===== config.mk =====
export PLATFORM = sky130hd
export DESIGN_NAME = obi_sb_arbiter
export DESIGN_NICKNAME = d
export VERILOG_FILES = /design/src/rtl/obi_sb_arbiter.sv
export SDC_FILE = /design/constraint.sdc
export NUM_CORES = 1
export LEC_CHECK = 0
export ABC_AREA = 1
export ABC_CLOCK_PERIOD_IN_PS = 5000
export BUFFER_PORTS_ARGS = -buffer_cell sky130_fd_sc_hd__buf_2
export CORE_AREA = 3 3 123 125
export DETAILED_ROUTE_END_ITERATION = 8
export DIE_AREA = 0 0 126 128
export GPL_TIMING_DRIVEN = 0
export HOLD_SLACK_MARGIN = 0.12
export PLACE_DENSITY_LB_ADDON = 0.12
export SLEW_MARGIN = 5
export SYNTH_ARGS = -nofsm -noshare
export SYNTH_HDL_FRONTEND = slang
export SYNTH_SLANG_ARGS = --single-unit

===== constraint.sdc =====
create_clock -name clk_i -period 5 [get_ports clk_i]
set_input_delay 0.25 -clock clk_i [delete_from_list [all_inputs] [get_ports clk_i]]
set_output_delay 0.25 -clock clk_i [all_outputs]
set_load 0.01 [all_outputs]

===== src/rtl/obi_sb_arbiter.sv =====
// -----------------------------------------------------------------------------
// obi_sb_arbiter
//
// Shares one 32-bit OBI system bus between two initiators: the CPU data port
// (initiator 0) and the debug module's system-bus-access master (initiator 1).
// Round-robin arbitration. An address phase that has been issued but not yet
// granted is held (locked) so that the request stays stable, as OBI requires.
// The initiator ID of every granted transaction is queued in a small FIFO, so
// each response is returned to the initiator that issued it. The request,
// grant and response paths are purely combinational (no added latency).
//
// Ports
//   clk_i, rst_i                 clock, synchronous active-high reset
//   mX_req_i / mX_gnt_o          initiator X request / grant (X = 0, 1)
//   mX_we_i, mX_addr_i,
//   mX_be_i, mX_wdata_i          initiator X address phase
//   mX_rdata_o, mX_rvalid_o      initiator X response
//   s_req_o / s_gnt_i            request / grant to the interconnect
//   s_we_o, s_addr_o,
//   s_be_o, s_wdata_o            muxed address phase
//   s_rvalid_i, s_rdata_i        response from the interconnect
//   err_o                        sticky: response arrived with nothing in flight
// -----------------------------------------------------------------------------
module obi_sb_arbiter #(
   parameter int unsigned MaxOutstanding = 2,
   parameter int unsigned AddrWidth      = 32
) (
   input  logic                 clk_i,
   input  logic                 rst_i,

   input  logic                 m0_req_i,
   output logic                 m0_gnt_o,
   input  logic                 m0_we_i,
   input  logic [AddrWidth-1:0] m0_addr_i,
   input  logic [3:0]           m0_be_i,
   input  logic [31:0]          m0_wdata_i,
   output logic [31:0]          m0_rdata_o,
   output logic                 m0_rvalid_o,

   input  logic                 m1_req_i,
   output logic                 m1_gnt_o,
   input  logic                 m1_we_i,
   input  logic [AddrWidth-1:0] m1_addr_i,
   input  logic [3:0]           m1_be_i,
   input  logic [31:0]          m1_wdata_i,
   output logic [31:0]          m1_rdata_o,
   output logic                 m1_rvalid_o,

   output logic                 s_req_o,
   input  logic                 s_gnt_i,
   output logic                 s_we_o,
   output logic [AddrWidth-1:0] s_addr_o,
   output logic [3:0]           s_be_o,
   output logic [31:0]          s_wdata_o,
   input  logic                 s_rvalid_i,
   input  logic [31:0]          s_rdata_i,

   output logic                 err_o
);

   localparam int unsigned CntW = $clog2(MaxOutstanding + 1);
   localparam int unsigned PtrW = (MaxOutstanding > 1) ? $clog2(MaxOutstanding) : 1;
   localparam logic [CntW-1:0] CntMax  = CntW'(MaxOutstanding);
   localparam logic [PtrW-1:0] PtrLast = PtrW'(MaxOutstanding - 1);

   // Registered state
   logic                      sel_reg;
   logic                      locked_reg;
   logic                      last_reg;
   logic                      err_reg;
   logic [MaxOutstanding-1:0] id_mem_reg;
   logic [PtrW-1:0]           wr_ptr_reg;
   logic [PtrW-1:0]           rd_ptr_reg;
   logic [CntW-1:0]           count_reg;

   // Combinational decisions
   logic chosen;
   logic chosen_req;
   logic fifo_full;
   logic fifo_empty;
   logic push;
   logic pop;
   logic head_id;

   // Pointer wrap that also works for depths that are not a power of two.
   function automatic logic [PtrW-1:0] ptr_inc(input logic [PtrW-1:0] p);
      return (p == PtrLast) ? '0 : p + 1'b1;
   endfunction

   // Arbitration: a locked selection wins outright; otherwise a lone
   // requester wins, and on a tie the initiator not granted last wins.
   always_comb begin
      chosen = ~last_reg;
      if (locked_reg) begin
         chosen = sel_reg;
      end else if (m0_req_i && !m1_req_i) begin
         chosen = 1'b0;
      end else if (m1_req_i && !m0_req_i) begin
         chosen = 1'b1;
      end
   end

   assign fifo_full  = (count_reg == CntMax);
   assign fifo_empty = (count_reg == '0);
   assign chosen_req = chosen ? m1_req_i : m0_req_i;

   // Full blocks issue even if a pop frees a slot this same cycle; this keeps
   // s_req_o independent of s_rvalid_i.
   assign s_req_o   = chosen_req && !fifo_full;
   assign s_we_o    = chosen ? m1_we_i    : m0_we_i;
   assign s_addr_o  = chosen ? m1_addr_i  : m0_addr_i;
   assign s_be_o    = chosen ? m1_be_i    : m0_be_i;
   assign s_wdata_o = chosen ? m1_wdata_i : m0_wdata_i;

   assign push     = s_req_o && s_gnt_i;
   assign m0_gnt_o = push && !chosen;
   assign m1_gnt_o = push &&  chosen;

   // Response routing: the FIFO head names the initiator that owns it.
   assign head_id     = id_mem_reg[rd_ptr_reg];
   assign pop         = s_rvalid_i && !fifo_empty;
   assign m0_rvalid_o = pop && !head_id;
   assign m1_rvalid_o = pop &&  head_id;
   assign m0_rdata_o  = s_rdata_i;
   assign m1_rdata_o  = s_rdata_i;
   assign err_o       = err_reg;

   always_ff @(posedge clk_i) begin
      if (rst_i) begin
         sel_reg    <= 1'b0;
         locked_reg <= 1'b0;
         last_reg   <= 1'b1;
         err_reg    <= 1'b0;
         wr_ptr_reg <= '0;
         rd_ptr_reg <= '0;
         count_reg  <= '0;
      end else begin
         // Lock is only touched while a request is actually presented, so a
         // held selection survives a full FIFO.
         if (s_req_o && !s_gnt_i) begin
            locked_reg <= 1'b1;
            sel_reg    <= chosen;
         end else if (push) begin
            locked_reg <= 1'b0;
         end

         if (push) begin
            last_reg               <= chosen;
            id_mem_reg[wr_ptr_reg] <= chosen;
            wr_ptr_reg             <= ptr_inc(wr_ptr_reg);
         end

         if (pop) begin
            rd_ptr_reg <= ptr_inc(rd_ptr_reg);
         end

         case ({push, pop})
            2'b10:   count_reg <= count_reg + 1'b1;
            2'b01:   count_reg <= count_reg - 1'b1;
            default: count_reg <= count_reg;
         endcase

         if (s_rvalid_i && fifo_empty) begin
            err_reg <= 1'b1;
         end
      end
   end

endmodule


==> results.md <==
* Status: finished, final reports clean
* Critical path required time at 4.75 ns
* Pwr/cell area at 233 nW/um^2
* Yosys warns at 0
* Worst min path class: in -> reg
* Commonest non-fill, non-tap cells in the layout: buf_2 (290), nand2_1 (220), buf_4 (69)
* Port bufs at 282
* HP Start: rst_i
* Total GRT Usage at 11.6%
* Starting Density at 13.5%
* Total power at 0.840 mW
* Ratio of cells with drive above 1 in the final layout at 57.4%
* Max FO, Critical Path at 10
* # fillers at 1658
* Synth Cell Area at 1890 um^2
* DR vias/cell at 3.67
* RSZ-0062 raised after global routing: false
* Hpwl dp at 9.42 mm
* Final worst path period share at 36.5%
* Via count at 3036
* Sink Count at 10
* DIE AREA at 16100 um^2
* Leakage at 2.41 nW
* Hold WS at 0.204 ns
* CP Launch Type: flip-flop
* Drt first pass iters at 4
* Synth Instances at 362
* H-tree depth at 1
* Core Rows at 43
* FF/Latch Area at 220 um^2
* WL final at 10.6 mm
* CP arrival at 1.58 ns
* DR iter-0 viols at 87
* Share of the synthesized area in the top cell type at 43.6%
* Io pins at 315
* Antenna violations before repair at 1
* Nets at 826
* Avg Inst Size Synth at 5.23 um^2
* Number of global-route vias before repair at 2934
* Worst Max-Slew Pin Slew at 0.491 ns
* CP startpoint: locked_reg
* Worst flop-to-flop path startpoint: locked_reg
* CTS tree: built
* DRC at 0
* Hold Buf Count CTS at 0
* Synthesized net count at 539
* Antenna diodes at 0
* CTS Buf Count at 3
* Final core utilization at 25.8%
* Synth top area cells: nand2_1 (44%), buf_4 (27%), dfxtp_1 (8.5%)
* Setup Crit Path Kind: reg -> out
* Post-CTS sizing at 0
* CP Capture Type: output port
* Slew Viols, Final at 0
* Clk buf depth at 2
* Unique cell type count in the Yosys netlist at 18
* Max Freq at 548 MHz
* GPL Wtd Cong at 0.782
* Wire per inst at 12.9 um
* Largest net degree at the start of global routing at 12
* Clk slew on worst S/H paths at 0.04 ns
* Multi-input gate area at 1040 um^2
* Tmin final at 1.83 ns
* Die height at 128 um
* Setup TNS at 0 ns
* Worst slew margin at 66.9%
* First-pass GRT wire length at 15.2 mm
* GRT Residual Overflow at 0
* Clock latency on the worst-skew pair at 0.24 ns
* CTS root buf: clkbuf_16
* Horiz. Die Dim at 126 um
* Post-synth top area cell: nand2_1
* Worst IR Drop VDD at 165 uV
* Sequential area share after synthesis at 11.6%
* Final setup violation count at 0
* Max cap viols at 0
* Final Skew at 0.00284 ns
* Commonest non-fill, non-tap cell in the layout: buf_2
* Seq cells post-synth at 10
* Area delta synth->final at 90.6%
* Post-CTS Setup Inserts at 0
* Final Hold Viols at 0
* Core box area at 14000 um^2
* ANT nets after route at 0
## cells in the mapped netlist
master	number
nor2_1	13
inv_2	1
nand3_1	5
ha_1	1
buf_6	2
inv_1	14
a21oi_2	2
a21oi_1	4
nand2_2	3
nand4_1	3
edfxtp_1	2
nand2_1	220
or2_2	1
buf_2	8
nand3_4	1
buf_4	69
o21ai_0	5
dfxtp_1	8
## metal layers
layer  vias to the layer above  wire length, um  part of all wire, %  GRT usage [%]
li1                       1594                -                    -              -
met1                      1288             4070                   38           13.7
met2                       146             5660                   53           22.2
met3                         6              873                  8.2           2.29
met4                         2               34                 0.32           1.14
met5                         -                7                0.066              0
## worst paths after layout
kind,to,slack (ns),depth (start not counted)
worst max register to register,count_reg[1],3.22,12
worst min register to register,last_reg,0.47,2
worst max-delay path,s_wdata_o[25],3.17,8
worst min-delay path,err_o,0.20,2
## cells by family after synthesis
family / count (synthesis) / synth area share (%)
AO/OA/AOI/OAI: 11 / 3.30
flip-flops: 10 / 11.6
AND/OR/NAND/NOR: 246 / 50.8
adder cells (fa/ha/maj): 1 / 0.661
buffers and inverters: 94 / 33.6
## power breakdown
group	internal, mW	switching [mW]	total, mW
logic	0.254	0.335	0.589
clock network	0.105	0.0380	0.143
registers	0.0974	0.0112	0.109
total	0.456	0.384	0.840
## per-stage QoR
step / setup slack [ns] / instance area [um^2] / std cells
floorplan: 3.42 / 1890 / 362
global placement: 3.17 / 3530 / 824
detailed placement: 3.12 / 3530 / 824
CTS: 3.13 / 3610 / 828
global route: 3.02 / 3610 / 828
finish: 3.17 / 3610 / 828
## final cells by class
cell class / count / share of cell area, %
Clock buffer: 3 / 2.08
Inverter: 15 / 1.56
Sequential cell: 10 / 6.10
Clock inverter: 1 / 0.104
Multi-Input combinational cell: 258 / 28.7
Buffer: 79 / 16.1
Tap cell: 180 / 6.24
Timing Repair Buffer: 282 / 39.1
## critical path: stages (launching register included)
cell	delay (ns)
dfxtp_1	0.33
a21oi_2	0.13
nand2_2	0.08
nand2_2	0.09
buf_6	0.16
buf_2	0.23
nand2_1	0.08
nand2_1	0.07
buf_2	0.16
Note: power is estimated with default switching activity, not from simulation.
